===== config.mk =====
export PLATFORM = sky130hd
export DESIGN_NAME = l2_burst_miss_fsm
export DESIGN_NICKNAME = d
export VERILOG_FILES = /design/src/rtl/l2_burst_miss_fsm.sv
export SDC_FILE = /design/constraint.sdc
export NUM_CORES = 1
export LEC_CHECK = 0
export ABC_AREA = 1
export CAP_MARGIN = 0
export CORE_AREA = 2 2 98 100
export CTS_BUF_LIST = sky130_fd_sc_hd__clkbuf_16
export CTS_CLUSTER_SIZE = 25
export DETAILED_ROUTE_END_ITERATION = 8
export DIE_AREA = 0 0 100 102
export PLACE_DENSITY = 0.79
export SYNTH_ARGS = -nofsm -noshare
export SYNTH_HDL_FRONTEND = slang
export SYNTH_SLANG_ARGS = --single-unit

===== constraint.sdc =====
create_clock -name clock -period 8.7 [get_ports clock]
set_input_delay 1.74 -clock clock [delete_from_list [all_inputs] [get_ports clock]]
set_output_delay 1.74 -clock clock [all_outputs]
set_load 0.03 [all_outputs]

===== src/rtl/l2_burst_miss_fsm.sv =====
// Burst miss controller between L1 and L2: optional beat-by-beat write-back of the
// dirty victim, beat-by-beat refill, completion pulse. Optional macro: L2_TIMEOUT_EN.
module l2_burst_miss_fsm #(
  parameter int ADDR_W  = 32,
  parameter int BEATS   = 4,
  parameter int TIMEOUT = 64
) (
  input  logic                  clock,
  input  logic                  reset,
  input  logic                  miss,
  input  logic                  dirty,
  input  logic                  rw_prev,
  input  logic [ADDR_W-1:0]     miss_addr,
  input  logic [ADDR_W-1:0]     victim_addr,
  input  logic                  l2_stall,
  input  logic                  l2_done,
  output logic                  l2_valid,
  output logic                  l2_rw,
  output logic [ADDR_W-1:0]     l2_addr,
  output logic                  buf_rd_valid,
  output logic                  buf_we,
  output logic [((BEATS > 1) ? $clog2(BEATS) : 1)-1:0] buf_beat,
  output logic                  busy,
  output logic                  stall_out,
  output logic                  stall_out_d,
  output logic                  fill_rw,
  output logic                  timeout_err
);

  localparam int BW  = $clog2(BEATS);
  localparam int BFW = (BW < 1) ? 1 : BW;
  localparam logic [ADDR_W-1:0] LINE_MASK = ~((ADDR_W'(1) << BW) - ADDR_W'(1));
  localparam logic [BFW-1:0]    LAST_BEAT = BFW'(BEATS - 1);

  if (BEATS < 1 || (BEATS & (BEATS - 1)) != 0) begin : g_bad_beats
    $error("BEATS must be a power of two");
  end
  if (TIMEOUT < 1) begin : g_bad_timeout
    $error("TIMEOUT must be at least 1");
  end

  typedef enum logic [2:0] {
    IDLE, WB_REQ, WB_WAIT, RD_REQ, RD_WAIT, FILL_DONE
  } state_t;

  state_t            state, state_nxt;
  logic [BFW-1:0]    beat, beat_nxt;
  logic [ADDR_W-1:0] victim_line, victim_line_nxt;
  logic [ADDR_W-1:0] miss_line, miss_line_nxt;
  logic              rw_cap, rw_cap_nxt;
  logic              fill_we_nxt;
  logic              tmo_fire;

`ifdef L2_TIMEOUT_EN
  localparam int TW = $clog2(TIMEOUT + 1);
  logic [TW-1:0] tmr;
  logic          in_wait;

  assign in_wait  = (state == WB_WAIT) || (state == RD_WAIT);
  assign tmo_fire = in_wait && !l2_done && (tmr == TW'(TIMEOUT - 1));

  // Timer restarts on every state change, so each WAIT visit gets a full window.
  always_ff @(posedge clock or posedge reset) begin
    if (reset) begin
      tmr         <= '0;
      timeout_err <= 1'b0;
    end else begin
      if (!in_wait || state_nxt != state) tmr <= '0;
      else                                tmr <= tmr + TW'(1);
      if (tmo_fire) timeout_err <= 1'b1;
    end
  end
`else
  assign tmo_fire    = 1'b0;
  assign timeout_err = 1'b0;
`endif

  // NOTE: every variable gets a default before the case so no path leaves it
  // unassigned; otherwise synthesis infers a latch.
  always_comb begin
    state_nxt       = state;
    beat_nxt        = beat;
    victim_line_nxt = victim_line;
    miss_line_nxt   = miss_line;
    rw_cap_nxt      = rw_cap;
    fill_we_nxt     = 1'b0;
    case (state)
      IDLE: begin
        if (miss && !l2_stall) begin
          victim_line_nxt = victim_addr & LINE_MASK;
          miss_line_nxt   = miss_addr & LINE_MASK;
          rw_cap_nxt      = rw_prev;
          beat_nxt        = '0;
          state_nxt       = dirty ? WB_REQ : RD_REQ;
        end
      end
      WB_REQ: begin
        if (!l2_stall) state_nxt = WB_WAIT;
      end
      WB_WAIT: begin
        if (l2_done) begin
          if (beat == LAST_BEAT) begin
            beat_nxt  = '0;
            state_nxt = RD_REQ;
          end else begin
            beat_nxt  = beat + BFW'(1);
            state_nxt = WB_REQ;
          end
        end else if (tmo_fire) begin
          state_nxt = WB_REQ;
        end
      end
      RD_REQ: begin
        if (!l2_stall) state_nxt = RD_WAIT;
      end
      RD_WAIT: begin
        if (l2_done) begin
          fill_we_nxt = 1'b1;
          if (beat == LAST_BEAT) begin
            state_nxt = FILL_DONE;
          end else begin
            beat_nxt  = beat + BFW'(1);
            state_nxt = RD_REQ;
          end
        end else if (tmo_fire) begin
          state_nxt = RD_REQ;
        end
      end
      FILL_DONE: state_nxt = IDLE;
      default:   state_nxt = IDLE;
    endcase
  end

  // NOTE: sequential state uses non-blocking assignments so every register
  // samples pre-edge values regardless of process ordering.
  always_ff @(posedge clock or posedge reset) begin
    if (reset) begin
      state       <= IDLE;
      beat        <= '0;
      victim_line <= '0;
      miss_line   <= '0;
      rw_cap      <= 1'b0;
    end else begin
      state       <= state_nxt;
      beat        <= beat_nxt;
      victim_line <= victim_line_nxt;
      miss_line   <= miss_line_nxt;
      rw_cap      <= rw_cap_nxt;
    end
  end

  // Outputs are decoded from the next state so they line up with state entry.
  // The completion pulse trails the last buffer write by one cycle so the
  // replayed access sees the complete line.
  always_ff @(posedge clock or posedge reset) begin
    if (reset) begin
      l2_valid     <= 1'b0;
      l2_rw        <= 1'b0;
      l2_addr      <= '0;
      buf_rd_valid <= 1'b0;
      buf_we       <= 1'b0;
      buf_beat     <= '0;
      busy         <= 1'b0;
      stall_out    <= 1'b0;
      stall_out_d  <= 1'b0;
      fill_rw      <= 1'b0;
    end else begin
      l2_valid     <= (state_nxt == WB_REQ) || (state_nxt == RD_REQ);
      l2_rw        <= (state_nxt == WB_REQ);
      buf_rd_valid <= (state_nxt == WB_REQ);
      buf_we       <= fill_we_nxt;
      busy         <= (state_nxt != IDLE);
      stall_out    <= (state == FILL_DONE);
      fill_rw      <= (state == FILL_DONE) && rw_cap;
      stall_out_d  <= stall_out;

      case (state_nxt)
        WB_REQ:  l2_addr <= victim_line_nxt | ADDR_W'(beat_nxt);
        RD_REQ:  l2_addr <= miss_line_nxt | ADDR_W'(beat_nxt);
        default: l2_addr <= '0;
      endcase

      // A received beat's index takes priority over the next request's index.
      if (fill_we_nxt)
        buf_beat <= beat;
      else if (state_nxt == WB_REQ || state_nxt == RD_REQ)
        buf_beat <= beat_nxt;
      else
        buf_beat <= '0;
    end
  end

endmodule


Word level (Yosys, flattened, before mapping)

Index checks and enable logic that the tools add are counted.

Register bits after elaboration: 111
Input port bits: 71
Output and inout bits: 43
Logic and storage cells: 56

Add/subtract/negate cells: 1
Equality and inequality tests: 8
Multiplexer cells: 24
Bitwise gates (word level): 2
Reduce and logical (&&, ||, !) cells: 7

Operator list:

| operator                                                        | number |
|---|---|
| 32-bit 2-to-1 mux                                               | 4 |
| 32-bit by 2-bit OR with 32-bit output                           | 2 |
| 32-bit one-hot mux with 2 select lines                          | 1 |
| 2-bit 2-to-1 mux                                                | 9 |
| 3-bit 2-to-1 mux                                                | 6 |
| 3-bit one-hot mux with 5 select lines                           | 1 |
| 3-bit by 2-bit == test with 1-bit output, second input constant | 3 |
| 3-bit by 1-bit == test with 1-bit output, second input constant | 2 |
| 3-bit == test, second input constant                            | 2 |
| 2-bit one-hot mux with 3 select lines                           | 1 |
| 3-bit zero test                                                 | 1 |
| 3-bit nonzero test                                              | 1 |
| 2-bit by 1-bit adder with 2-bit output, second input constant   | 1 |
| 2-bit == test, second input constant                            | 1 |
| 1-bit logical AND                                               | 2 |
| 1-bit 2-to-1 mux                                                | 2 |
| 2-bit AND reduction                                             | 1 |
| 1-bit zero test                                                 | 1 |
| 1-bit logical OR                                                | 1 |

Longest topological paths before layout

Gate-level depths: netlist of the first run.

Depth in word-level cells: 8
Gate-level depth with buffers: 11
Gate-level depth less buffers: 11

Worst setup path after synthesis of the first run

No wires, ideal clock.

Path type: input -> register
From: in l2_done
To: reg l2_addr[22]
Setup time: 0.065 ns
Arrival time: 2.768 ns
Required time: 8.635 ns
Path slack: 5.867 ns
Stages on the path: 10
Buffers on the path: 2
Path through: buf_2 > nand2_1 > nand3_1 > nand2_1 > nor2_2 > nand2_4 > inv_2 > buf_2 > nand3_1 > nand2_1

Longest elaborated chain between the ends: 4
Elaborated cells on any way between the ends: 6
Those cells by class: eq/ne (2); mux (4)

Ends and longest elaborated chain:

| what                                                                                                 | RTL line | source |
|---|---|---|
| from (decl)                                                                                          | 16       | `input logic l2_done,` |
| 3-bit 2-to-1 mux (on tied branches)                                                                  | 117, 101 |  |
| 3-bit one-hot mux with 5 select lines *                                                              | 87       | `case (state)` |
| 3-bit by 2-bit == test with 1-bit output or 3-bit by 1-bit == test with 1-bit output (tied branches) | 177      | `case (state_nxt)` |
| 32-bit one-hot mux with 2 select lines *                                                             | 177      |  |
| to (signal assigned)                                                                                 | 178      | `WB_REQ: l2_addr <= victim_line_nxt \| ADDR_W'(beat_nxt);` |
| to (signal assigned)                                                                                 | 179      | `RD_REQ: l2_addr <= miss_line_nxt \| ADDR_W'(beat_nxt);` |
| to (decl)                                                                                            | 19       | `output logic [ADDR_W-1:0] l2_addr,` |

Every way passes the cells marked *; elsewhere a longest branch is shown, timed or not.
A chain may end at the register's enable or synchronous reset.

Worst setup path after layout of the first run

From: in l2_stall
To: reg l2_addr[4]

Longest elaborated chain between the ends: 6
Elaborated cells on any way between the ends: 15
Those cells by class: eq/ne (2); mux (9); bitwise (2); reduce/logical (2)

Ends and longest elaborated chain:

| what                                                                       | RTL line | source |
|---|---|---|
| from (decl)                                                                | 15       | `input logic l2_stall,` |
| 1-bit zero test                                                            | --       |  |
| 1-bit logical AND                                                          | 89       | `if (miss && !l2_stall) begin` |
| 3-bit 2-to-1 mux or 32-bit 2-to-1 mux (tied branches)                      | 89       |  |
| 3-bit one-hot mux with 5 select lines or 32-bit 2-to-1 mux (tied branches) | 87       |  |
| 3-bit by 2-bit == test with 1-bit output, or another cell as far along     | 177      |  |
| 32-bit one-hot mux with 2 select lines *                                   | 177      |  |

Marked as above.

==> results of run 1 <==
registers in the layout, summed over array words and instances, names as in the netlist:
name          flops
buf_we            1
beat              2
l2_addr          32
rw_cap            1
busy              1
buf_beat          2
l2_valid          1
stall_out_d       1
miss_line        32
state             3
fill_rw           1
buf_rd_valid      1
victim_line      32
stall_out         1
worst max-delay path by stage:
stage	cells past startpoint	start	slack (ns)	end
2_1_floorplan	1	reset	4.03	beat[0]
3_3_place_gp	8	l2_stall	3.98	l2_addr[5]
3_5_place_dp	8	l2_stall	3.91	l2_addr[4]
4_1_cts	8	l2_stall	4.26	l2_addr[4]
5_1_grt	8	l2_stall	3.97	l2_addr[17]
6_report	8	l2_stall	4.33	l2_addr[4]
cells by family after synthesis:
family | count (synthesis)
simple gates | 349
buf+inv | 52
flops | 111
compound gates | 4
fa+ha+maj | 4
other cells | 1
power by group through the flow:
stage / combinational, W / clock (W) / sequential, W
6_report: 0.000896 / 0.000379 / 0.000807
5_1_grt: 0.000989 / 0.000408 / 0.000826
4_1_cts: 0.000909 / 0.000387 / 0.000807
3_5_place_dp: 0.000905 / 0 / 0.000815
3_3_place_gp: 0.000882 / 0 / 0.000808
2_1_floorplan: 0.000485 / 0 / 0.000958
cell usage in the layout, fill, tap and decap left out, drive strengths merged:
| master | netlist | final |
|---|---|---|
| a21oi | 2 | 2 |
| and2 | 1 | 1 |
| buf | 23 | 2 |
| clkbuf | 6 | 9 |
| clkdlybuf4s50 | 0 | 108 |
| clkinv | 0 | 3 |
| conb | 1 | 1 |
| dfrtp | 111 | 111 |
| ha | 4 | 4 |
| inv | 23 | 26 |
| nand2 | 246 | 246 |
| nand3 | 74 | 74 |
| nand4 | 4 | 4 |
| nor2 | 22 | 22 |
| nor3 | 2 | 2 |
| o21ai | 2 | 2 |
layer usage:
layer	GRT usage	part of all wire	up-vias
met5	0	0	-
met4	0.08535	0.020	0
met3	0.02941	0.047	16
met2	0.3680	0.50	100
met1	0.2486	0.43	1784
li1	-	-	1809
stage by stage:
step	instances	area, um2	power, W	hold WS (ns)
after floorplan	521	4743	0.001443	0.4344
after global placement	713	5808	0.001690	0.3632
after detailed placement	713	5808	0.001720	0.3609
after CTS	728	6081	0.002104	0.3787
after global routing	728	6081	0.002224	0.3943
final	728	6081	0.002082	0.3763
layout make-up:
class,instances,area share
inverter,23,0.01461
clock inverter,6,0.007819
clock buffer,9,0.03704
timing repair buffer,110,0.1802
multi-input combinational,358,0.2807
sequential,111,0.4568
tap,111,0.02284
worst register-to-register path: stages (launching register included):
cell     delay (ns)
dfrtp_1        0.47
nor2_4         0.26
nand4_4        0.74
nand2_2        0.35
nor2_4         0.09
nor2_8         0.75
nand3_1        0.21
nand2_1        0.13
==> impl_metrics.tcl, run 1 <==
set metrics [dict create \
    area_growth_pct 28.20 \
    crit_path_max_incr_delay_ns 0.75 \
    synth_top_flop_cell "dfrtp_1" \
    numCtsBuffers 9 \
    wl_per_cell_um 13.76 \
    yosys.area.top_type "dfrtp_1" \
    avgSynthCellArea_um2 9.104 \
    share_of_synthesized_registers_carrying_an_async_set_or_reset 1.000 \
    detailedPlace.worstSlack_ns 3.905 \
    drive_gt1_frac 0.09562 \
    wire_length_of_the_first_global_routing_pass_um 16620 \
    placement.io_buffers 108 \
    drc 0 \
    slowest_stage "nor2_8" \
    clock_tree.root_cell "clkbuf_16" \
    count_of_buffers_added_by_post_cts_timing_repair_for_setup 0 \
    timing.max_cap.violations 0 \
    min_from "stall_out" \
    via_count_of_the_routed_design 3709 \
    die_h_um 102 \
    synth-edff-count 0 \
    post_synth_mux_area_share 0 \
    register_clock_pin_slew_on_the_reported_worst_setup_and_hold_paths_ns 0.08 \
    register_area_um2 2778 \
    drt.antenna.violating_nets 0 \
    grt_overflow 0 \
    synth-simple-area-share 0.3419 \
    final_period_minus_worst_setup_slack_ns 4.369 \
    io-pin-count 114 \
    timing.critical_path.required_ns 8.98 \
    wl_final_um 10020 \
    die_area_um2 10200 \
    crit_arrival_ns 4.65 \
    most_instantiated_library_cell_after_synthesis "nand2_1" \
    synthesis.yosys.warnings 0 \
    postSynthRegisterBits 111 \
    start_kind "input pin" \
    chipWidth_um 100 \
    ys_top_cells_by_area "dfrtp_1 (59%), nand2_1 (19%), nand3_2 (5.5%)" \
    num-fill-cells 746 \
    synth-compound-area-share 0.005012 \
    synth.cell_area_um2 4743 \
    tritoncts "yes" \
    num-nets-final 688 \
    synth_top_family_by_area "simple AND/OR/NAND/NOR gates" \
    detail_route.first_pass.iterations 4 \
    cp-end-kind "flop" \
    comb_power_share 0.430 \
    worst_clock_skew_ns 0.009783 \
    initial_util 0.5207 \
    first_global_vias 3790 \
    utilization_of_the_core_after_routing 0.6676 \
    critPathKind "input pin to flop" \
    initial_antenna_violation_count 0 \
    internal_power_w 0.001225 \
    hold-path-cell-count 0 \
    slew_violations 0 \
    post_synth_inst_count 521 \
    slew_headroom 0.3160 \
    p_seq_frac 0.388 \
    worst-path-buf-inv 2 \
    post_drt_via_cell_ratio 5.095 \
    vdd_ir_drop_max_uv 175.9 \
    adder_and_majority_gate_portion_of_the_synthesized_area 0.01055 \
    core-area_um2 9109 \
    drt_iter0_drc 101 \
    clkPwrFrac 0.182 \
    post_synth_xor_area_fraction 0 \
    detailed_place_hpwl_um 6154 \
    p_switching_w 0.0008571 \
    leakage_component_of_the_power_nw 3.097 \
    rr_startpoint "state[0]" \
    place.gp.congestion 0.8133 \
    rr_worst_depth 7 \
    critical_path.reg2reg.endpoint "l2_addr[4]" \
    layout_worst_path_cycle_share 0.5022 \
    run_status "complete, no violations" \
    rsz_0062_raised_after_global_routing "no" \
    grt_start_max_net_pins 68 \
    sequential_element_share_of_the_synthesized_area 0.5856 \
    clock_path_buffers 2 \
    final_critical_path_setup_slack_ns 4.331 \
    htree_num_levels 3 \
    cp_top_family "simple AND/OR/NAND/NOR gates" \
    gr-usage-all-layers 0.2045 \
    num_rows 35 \
    post_cts.resized_instances 0 \
    timing_worst_slew_pin_value_ns 1.026 \
    cell_variety_after_synth 25 \
    critical_path_cell_by_cell "clkdlybuf4s50_1 > inv_1 > nand4_4 > nand2_2 > nor2_4 > nor2_8 > nand3_1 > nand2_1" \
    worst-path-max-fanout 67 \
    netSwitchingFraction 0.4117 \
    hold_path_class "flop to flop" \
    multi_input_combinational_cell_area_um2 1707 \
    syn-num-nets 596 \
    max_clock_freq_ghz 0.2289 \
    reg2reg_slack_ns 5.64 \
    numClockSinks 111 \
    finalSetupViolations 0 \
    timing.final.hold_violations 0 \
    worst_skew_pair.late_latency_ns 0.34 \
    netlist.area_leader.share 0.5856 \
    antenna_diode_count 0 \
    synth.top_cells.by_count "nand2_1 (241), dfrtp_1 (111), nand3_1 (48), nand3_2 (26), inv_1 (20)" \
    worstHoldEndpoint "stall_out_d" \
    post_cts_hold_buffer_count 0 \
    power.density_cell_area_nw_per_um2 342.4 \
    setup-tns-final_ns 0 \
]
No activity file was read; power rests on OpenSTA's default activity.
==> run 2, diff against run 1 <==
--- a/config.mk
+++ b/config.mk
@@ -7,12 +7,12 @@
 export LEC_CHECK = 0
 export ABC_AREA = 1
 export CAP_MARGIN = 0
-export CORE_AREA = 2 2 98 100
+export CORE_AREA = 2 2 106 108
 export CTS_BUF_LIST = sky130_fd_sc_hd__clkbuf_16
 export CTS_CLUSTER_SIZE = 25
 export DETAILED_ROUTE_END_ITERATION = 8
-export DIE_AREA = 0 0 100 102
-export PLACE_DENSITY = 0.79
+export DIE_AREA = 0 0 108 110
+export PLACE_DENSITY = 0.71
 export SYNTH_ARGS = -nofsm -noshare
 export SYNTH_HDL_FRONTEND = slang
 export SYNTH_SLANG_ARGS = --single-unit
==> constraint.sdc (replaced) <==
create_clock -name clock -period 3.53 [get_ports clock]
set_input_delay 0.706 -clock clock [delete_from_list [all_inputs] [get_ports clock]]
set_output_delay 0.706 -clock clock [all_outputs]
set_load 0.03 [all_outputs]
==> impl_metrics.tcl, run 2 (synthesized netlist as in run 1, its figures left out) <==
set metrics [dict create \
    highest_layer "met4" \
    multi_input_combinational_cell_area_um2 1707 \
    reg2reg_slack_ns 1.38 \
    timing.max_cap.violations 0 \
    core-area_um2 10700 \
    initial_util 0.4434 \
    slew_violations 0 \
    worst_skew_pair.late_latency_ns 0.34 \
    antenna_diode_count 0 \
    dr_wl_met3_um 426 \
    num-fill-cells 976 \
    gr-usage-all-layers 0.1742 \
    start_kind "input pin" \
    setup-tns-final_ns 0 \
    finalSetupViolations 0 \
    routedLengthMet1_um 4332 \
    clock_path_buffers 2 \
    via_count_of_the_routed_design 3670 \
    most-common-layout-cells "nand2_1 (241), dfrtp_1 (111), clkdlybuf4s50_1 (108)" \
    placement.io_buffers 108 \
    numClockSinks 111 \
    mostFrequentLayoutCell "nand2_1" \
    initial_antenna_violation_count 0 \
    rr_worst_depth 10 \
    wl_final_um 9922 \
    drt_iter0_drc 138 \
    timing.critical_path.mode_cell "nand2_1" \
    tritoncts "yes" \
    rsz_0062_raised_after_global_routing "no" \
    chipWidth_um 108 \
    drt.antenna.violating_nets 0 \
    hold_path_class "flop to flop" \
    rr_startpoint "state[0]" \
    biggestRegsByFlops "l2_addr x32, miss_line x32, victim_line x32" \
    vdd_ir_drop_max_uv 510.0 \
    slowest_stage "clkdlybuf4s50_1" \
    first_global_vias 3513 \
    io-pin-count 114 \
    detail_route.first_pass.iterations 4 \
    critical_path.reg2reg.endpoint "l2_addr[29]" \
    critical_path.startpoint "l2_stall" \
    crit_arrival_ns 2.74 \
    register_area_um2 2778 \
    critPathKind "input pin to flop" \
    register_clock_pin_slew_on_the_reported_worst_setup_and_hold_paths_ns 0.08 \
    count_of_buffers_added_by_post_cts_timing_repair_for_setup 0 \
    slew_headroom 0.5804 \
    drive_gt1_frac 0.1058 \
    post_cts.resized_instances 0 \
    die_h_um 110 \
    timing.critical_path.required_ns 3.80 \
    worst_clock_skew_ns 0.01093 \
    utilization_of_the_core_after_routing 0.5826 \
    drc 0 \
    detailed_place_hpwl_um 6679 \
    power.density_cell_area_nw_per_um2 846.1 \
    post_drt_via_cell_ratio 4.804 \
    worst-path-buf-inv 3 \
    numCtsBuffers 9 \
    worst-path-max-fanout 25 \
    max_clock_freq_ghz 0.4037 \
    worst_setup_path_endpoint "l2_addr[18]" \
    hold-path-cell-count 0 \
    post_cts_hold_buffer_count 0 \
    timing.final.hold_violations 0 \
    critical_path_cell_by_cell "clkdlybuf4s50_1 > inv_1 > nand2_1 > nor2_4 > buf_4 > nand2_1 > nand2_1 > nand3_1 > nand2_1" \
    final_period_minus_worst_setup_slack_ns 2.477 \
    area_growth_pct 31.39 \
    crit_path_max_incr_delay_ns 0.49 \
    timing.critical_path.depth 9 \
    wl_per_cell_um 12.99 \
    leakage_component_of_the_power_nw 3.144 \
    cp-end-kind "flop" \
    num_rows 38 \
    die_area_um2 11880 \
    wire_length_of_the_first_global_routing_pass_um 16260 \
    grt_start_max_net_pins 65 \
    wl_met2_um 5062 \
    layout_worst_path_cycle_share 0.7017 \
    place.gp.congestion 0.8219 \
    run_status "complete, no violations" \
    clock_tree.root_cell "clkbuf_16" \
    cp_top_family "buffers and inverters" \
    timing_worst_slew_pin_value_ns 0.6294 \
    htree_num_levels 3 \
    num-nets-final 694 \
    grt_overflow 0 \
]
-- run 2: worst min-delay path by stage --
stage          slack (ns)          end      start
2_1_floorplan        0.43       rw_cap     rw_cap
3_3_place_gp         0.36  stall_out_d  stall_out
3_5_place_dp         0.38  stall_out_d  stall_out
4_1_cts              0.40  stall_out_d  stall_out
5_1_grt              0.40  stall_out_d  stall_out
6_report             0.39  stall_out_d  stall_out
-- run 2: stage by stage --
stage	instance area [um2]	power, W	instances	setup slack [ns]	hold WS (ns)
after CTS	6232	0.005339	764	1.072	0.3987
final	6232	0.005273	764	1.053	0.3913
after global placement	5928	0.004243	748	0.7636	0.3596
after global routing	6232	0.005659	764	0.8688	0.4043
after detailed placement	5928	0.004308	748	0.7223	0.3814
after floorplan	4747	0.003557	521	1.481	0.4344
-- run 2: report_power, final --
part	internal, W	switching, W	total (W)
combinational	0.000802	0.00147	0.00227
sequential	0.00180	0.000190	0.00199
clock	0.000559	0.000453	0.00101
total	0.00316	0.00212	0.00527
-- run 2: final cells by class --
cell class	instances	share of cell area
sequential	111	0.4457
tap	140	0.02811
clock inverter	7	0.01265
inverter	23	0.01445
multi-input combinational	358	0.2738
clock buffer	9	0.03614
timing repair buffer	116	0.1891
-- run 2: metal layers --
layer  vias up  track usage
met5         -            0
met4         0      0.06136
met1      1745       0.2228
li1       1824            -
met2        92       0.3028
met3         9      0.02763
-- run 2: worst reg2reg max path, cell delays in order (launching register included) --
cell and delay [ns]:
dfrtp_1 0.49, nor2_4 0.26, nand2_4 0.08, inv_2 0.09, nand2_2 0.10, nand2_2 0.10, nor2_4 0.06, nor2_8 0.41
buf_12 0.30, nand3_1 0.12, nand2_1 0.09
==> run 3, diff against run 2 <==
==> constraint.sdc (replaced) <==
create_clock -name clock -period 2.2 [get_ports clock]
set_input_delay 0.44 -clock clock [delete_from_list [all_inputs] [get_ports clock]]
set_output_delay 0.44 -clock clock [all_outputs]
set_load 0.03 [all_outputs]
==> impl_metrics.tcl, run 3 (synthesized netlist as in run 1, its figures left out) <==
set metrics [dict create \
    multi_input_combinational_cell_area_um2 1707 \
    wire_length_of_the_first_global_routing_pass_um 16470 \
    leakage_component_of_the_power_nw 3.155 \
    post_cts.resized_instances 0 \
    place.gp.congestion 0.8154 \
    numCtsBuffers 9 \
    start_kind "flop" \
    crit_arrival_ns 1.38 \
    final_critical_path_setup_slack_ns 0.3800 \
    power.density_cell_area_nw_per_um2 1347 \
    final_period_minus_worst_setup_slack_ns 1.820 \
    htree_num_levels 3 \
    gr-usage-all-layers 0.1759 \
    drive_gt1_frac 0.1100 \
    most-common-layout-cells "nand2_1 (241), dfrtp_1 (111), clkdlybuf4s50_1 (108)" \
    numClockSinks 111 \
    critical_path_cell_by_cell "clkdlybuf4s50_1" \
    run_status "complete, no violations" \
    grt_overflow 0 \
    worst-path-buf-inv 1 \
    antenna_diode_count 0 \
    timing_worst_slew_pin_value_ns 0.5900 \
    vdd_ir_drop_max_uv 852.3 \
    register_clock_pin_slew_on_the_reported_worst_setup_and_hold_paths_ns 0.07 \
    worst_skew_pair.late_latency_ns 0.34 \
    wl_final_um 9916 \
    num-nets-final 698 \
    core-area_um2 10700 \
    mostFrequentLayoutCell "nand2_1" \
    setup-tns-final_ns 0 \
    drc 0 \
    timing.max_cap.violations 0 \
    slew_violations 0 \
    die_area_um2 11880 \
    clock_path_buffers 2 \
    placement.io_buffers 108 \
    first_global_vias 3550 \
    worst-path-max-fanout 1 \
    detailedPlace.worstSlack_ns 0.07003 \
    register_area_um2 2778 \
    slowest_stage "clkdlybuf4s50_1" \
    area_growth_pct 31.86 \
    hold_path_class "flop to flop" \
    rsz_0062_raised_after_global_routing "no" \
    wl_per_cell_um 12.93 \
    cp-end-kind "output pin" \
    detail_route.first_pass.iterations 4 \
    grt_start_max_net_pins 112 \
    num-fill-cells 949 \
    chipWidth_um 108 \
    cp_top_family "buffers and inverters" \
    slew_headroom 0.6067 \
    num_rows 38 \
    die_h_um 110 \
    max_clock_freq_ghz 0.5495 \
    io-pin-count 114 \
    finalSetupViolations 0 \
    timing.final.hold_violations 0 \
    post_drt_via_cell_ratio 4.661 \
    post_cts_hold_buffer_count 0 \
    timing.critical_path.required_ns 1.76 \
    detailed_place_hpwl_um 6538 \
    drt_iter0_drc 142 \
    utilization_of_the_core_after_routing 0.5847 \
    clock_tree.root_cell "clkbuf_16" \
    count_of_buffers_added_by_post_cts_timing_repair_for_setup 0 \
    p_total_w 0.008427 \
    worst_clock_skew_ns 0.007763 \
    tritoncts "yes" \
    via_count_of_the_routed_design 3575 \
    layout_worst_path_cycle_share 0.8273 \
    initial_antenna_violation_count 0 \
    critPathKind "flop to output pin" \
    drt.antenna.violating_nets 0 \
    crit_path_max_incr_delay_ns 0.68 \
    initial_util 0.4434 \
    biggestRegsByFlops "l2_addr x32, miss_line x32, victim_line x32" \
]
-- run 3: routing by layer --
layer / part of all wire / GRT usage / up-vias
met3: 0.040 / 0.02646 / 10
li1: - / - / 1823
met5: 0 / 0 / -
met2: 0.50 / 0.2983 / 86
met1: 0.45 / 0.2337 / 1656
met4: 0.012 / 0.05861 / 0
-- run 3: worst paths after layout --
kind                              from           to  slack, ns  cells past startpoint
max in group asynchronous        reset  l2_addr[27]       1.14                      3
max reg2reg                   state[0]   l2_addr[7]       0.44                     10
min                          stall_out  stall_out_d       0.39                      0
max                        l2_addr[12]  l2_addr[12]       0.38                      1
min reg2reg                  stall_out  stall_out_d       0.39                      0
min in group asynchronous        reset   l2_addr[9]       0.59                      3
-- run 3: area by class of cell --
| cell class | count | share of cell area |
|---|---|---|
| Sequential cell | 111 | 0.4441 |
| Timing Repair Buffer | 120 | 0.1972 |
| Clock inverter | 6 | 0.007401 |
| Clock buffer | 9 | 0.03601 |
| Multi-Input combinational cell | 358 | 0.2729 |
| Tap cell | 140 | 0.02801 |
| Inverter | 23 | 0.01440 |
-- run 3: metrics by stage --
step	area (um2)	cells	hold WS, ns
after floorplan	4747	521	0.4344
after global placement	5983	752	0.3605
after detailed placement	5983	752	0.3761
after CTS	6255	767	0.3926
after global routing	6255	767	0.4117
final	6255	767	0.3893
-- run 3: power breakdown --
group	internal [W]	switching (W)	total (W)
logic	0.00137	0.00239	0.00376
registers	0.00288	0.000293	0.00318
clock network	0.000768	0.000719	0.00149
==> patch: new RTL, config.mk and constraints of run 2 <==
Change the parameter `BEATS` from 4 to 16.
--- a/src/rtl/l2_burst_miss_fsm.sv
+++ b/src/rtl/l2_burst_miss_fsm.sv
@@ -3,5 +3,5 @@
 module l2_burst_miss_fsm #(
   parameter int ADDR_W  = 32,
-  parameter int BEATS   = 4,
+  parameter int BEATS   = 16,
   parameter int TIMEOUT = 64
 ) (
Ports: changed (resized buf_beat); port bits go from 114 to 116. No check against the original RTL was run, so the function may have changed too.
==> patch against run 2 <==
Count of clock-buffer cells in the layout increased by 8. Total power rose by 9.2%. Wire length up 4.9%. Sequential cell count increased by 4. Fmax is 9.0% higher. First-iteration DRC count up 27%. Final area is 3.2% higher. Global-route usage is 0.92 points higher. Register-to-register slack lost 0.06 ns. Setup slack gained 0.20 ns. Synthesized cell count is 4.0% higher. Area after synthesis is 1.8% lower. Clock skew down 0.0038 ns. Largest cell class unchanged. Largest power group unchanged.
==> patch: results (changes against run 2) <==
{| class="wikitable"
! Metric !! Value
|-
| Result of the run || finished, final reports clean
|-
| Layout cell share with drive strength beyond 1 || 6.63% (-4.0 points)
|-
| Largest fanout on the critical path || 28 (+12%)
|-
| Global-route usage over all layers || 18.3% (+0.92 points)
|-
| Number of global-route vias before repair || 3711 (+5.6%)
|-
| Number of distinct standard cells referenced by the synthesized netlist || 23 (-8.0%)
|-
| Arrival time reported for the critical path endpoint || 2.61 ns (-0.13 ns)
|-
| Largest net degree at the start of global routing || 62 (-4.6%)
|-
| Port buffer count || 106 (-1.9%)
|-
| Vias after detailed routing || 3756 (+2.3%)
|-
| Delay contributed by the slowest stage of the critical path || 0.43 ns (-0.06 ns)
|-
| Mean instance size in the synthesized netlist || 8.59 sq um (-5.6%)
|-
| Cell types with the largest area share after synthesis || sky130_fd_sc_hd__dfrtp_1, sky130_fd_sc_hd__nand2_1, sky130_fd_sc_hd__inv_1, sky130_fd_sc_hd__nor2_1, sky130_fd_sc_hd__nand3_1
|-
| Total wire length after detailed routing || 10400 um (+4.9%)
|-
| Cell types with the highest counts after synthesis || sky130_fd_sc_hd__nand2_1, sky130_fd_sc_hd__dfrtp_1, sky130_fd_sc_hd__inv_1
|-
| Peak VDD IR || 0.000356 V (-30%)
|-
| Wire length of the first global-routing pass || 16700 um (+3.0%)
|-
| Worst-Skew Late Latency || 0.40 ns (+0.06 ns)
|-
| Clock transition at the register clock pins on the worst setup and hold paths after CTS || 0.05 ns (-0.03 ns)
|-
| TritonCTS Buffers || 17 (+8)
|-
| Worst reg2reg startpoint || beat[0]
|-
| Final estimated routing congestion in global placement || 0.940 (+14%)
|-
| Worst-case register-to-register setup slack || 1.32 ns (-0.06 ns)
|-
| Post-route minimum period || 2.27 ns (-0.204 ns)
|-
| # placed instances || 773 (+3.3%)
|-
| Setup Skew || 0.00714 ns (-0.00380 ns)
|-
| Pre-antenna DRT Iters || 5 (+1)
|-
| Total of fill cells in the finished design || 932 (-4.5%)
|-
| Number of standard cells in the final layout excluding fillers || 804 (+5.2%)
|-
| Depth of the most critical reg-to-reg path || 9 (-1)
|-
| Number of violations reported at the end of detailed-routing iteration 0 || 175 (+27%)
|-
| Actual slew at the worst max-slew pin || 0.635 ns (+0.00539 ns)
|}
[patch: cell count changes in the layout (fill, tap and decap cells not counted), moves of 6 or more]
cell / delta
sky130_fd_sc_hd__nand3_1: -37
sky130_fd_sc_hd__a21oi_1: +6
sky130_fd_sc_hd__inv_1: +9
sky130_fd_sc_hd__nor2_1: +10
sky130_fd_sc_hd__nand3_2: -25
sky130_fd_sc_hd__nand2_1: +66
sky130_fd_sc_hd__clkbuf_16: +8
[patch: cells by family (layout without fill, tap and decap cells)]
family	count (synthesis)	after routing	synth area share, %
compound gates	16	16	1.85
fa+ha+maj	2	2	0.537
buf+inv	52	174	5.48
flops	115	115	61.8
other cells	1	1	0.0805
simple gates	356	356	30.3
[patch: final cells by class]
cell class / instances / area share (%)
multi-input cells: 375 / 23.8
inverters: 31 / 1.87
repair buffers: 112 / 17.6
flip-flops and latches: 115 / 44.8
clock inverters: 14 / 2.65
well taps: 140 / 2.72
clock buffers: 17 / 6.62
[patch: worst max-delay path by stage]
stage               cells past startpoint     start     endpoint
finish                                 12  l2_stall  l2_addr[19]
global route                           10   l2_done  l2_addr[10]
CTS                                    12  l2_stall  l2_addr[19]
detailed placement                     12  l2_stall  l2_addr[19]
global placement                       12  l2_stall  l2_addr[18]
floorplan                               1     reset      beat[0]
[patch: metrics by stage]
step / cell area (sq um) / total power [W] / util [%] / hold WS [ns]
detailed placement: 5830 / 0.00407 / 54.5 / 0.368
global route: 6430 / 0.00612 / 60.1 / 0.390
global placement: 5830 / 0.00401 / 54.5 / 0.361
floorplan: 4660 / 0.00336 / - / 0.430
CTS: 6430 / 0.00582 / 60.1 / 0.379
finish: 6430 / 0.00576 / 60.1 / 0.377
[patch: report_power, final]
| part | leakage, nW | switching [W] | internal (W) | total [W] |
|---|---|---|---|---|
| Clock | 0.292 | 0.000561 | 0.00116 | 0.00172 |
| Sequential | 1.50 | 0.000178 | 0.00183 | 0.00201 |
| Combinational | 1.55 | 0.00131 | 0.000720 | 0.00203 |
| Total | 3.34 | 0.00205 | 0.00371 | 0.00576 |
[patch: per-layer routing]
layer | GRT usage (%) | vias up | share of wire (%)
met2 | 30.9 | 119 | 50
met5 | 0 | - | 0
met3 | 3.94 | 21 | 5.3
li1 | - | 1858 | -
met4 | 8.61 | 0 | 1.9
met1 | 22.7 | 1758 | 43
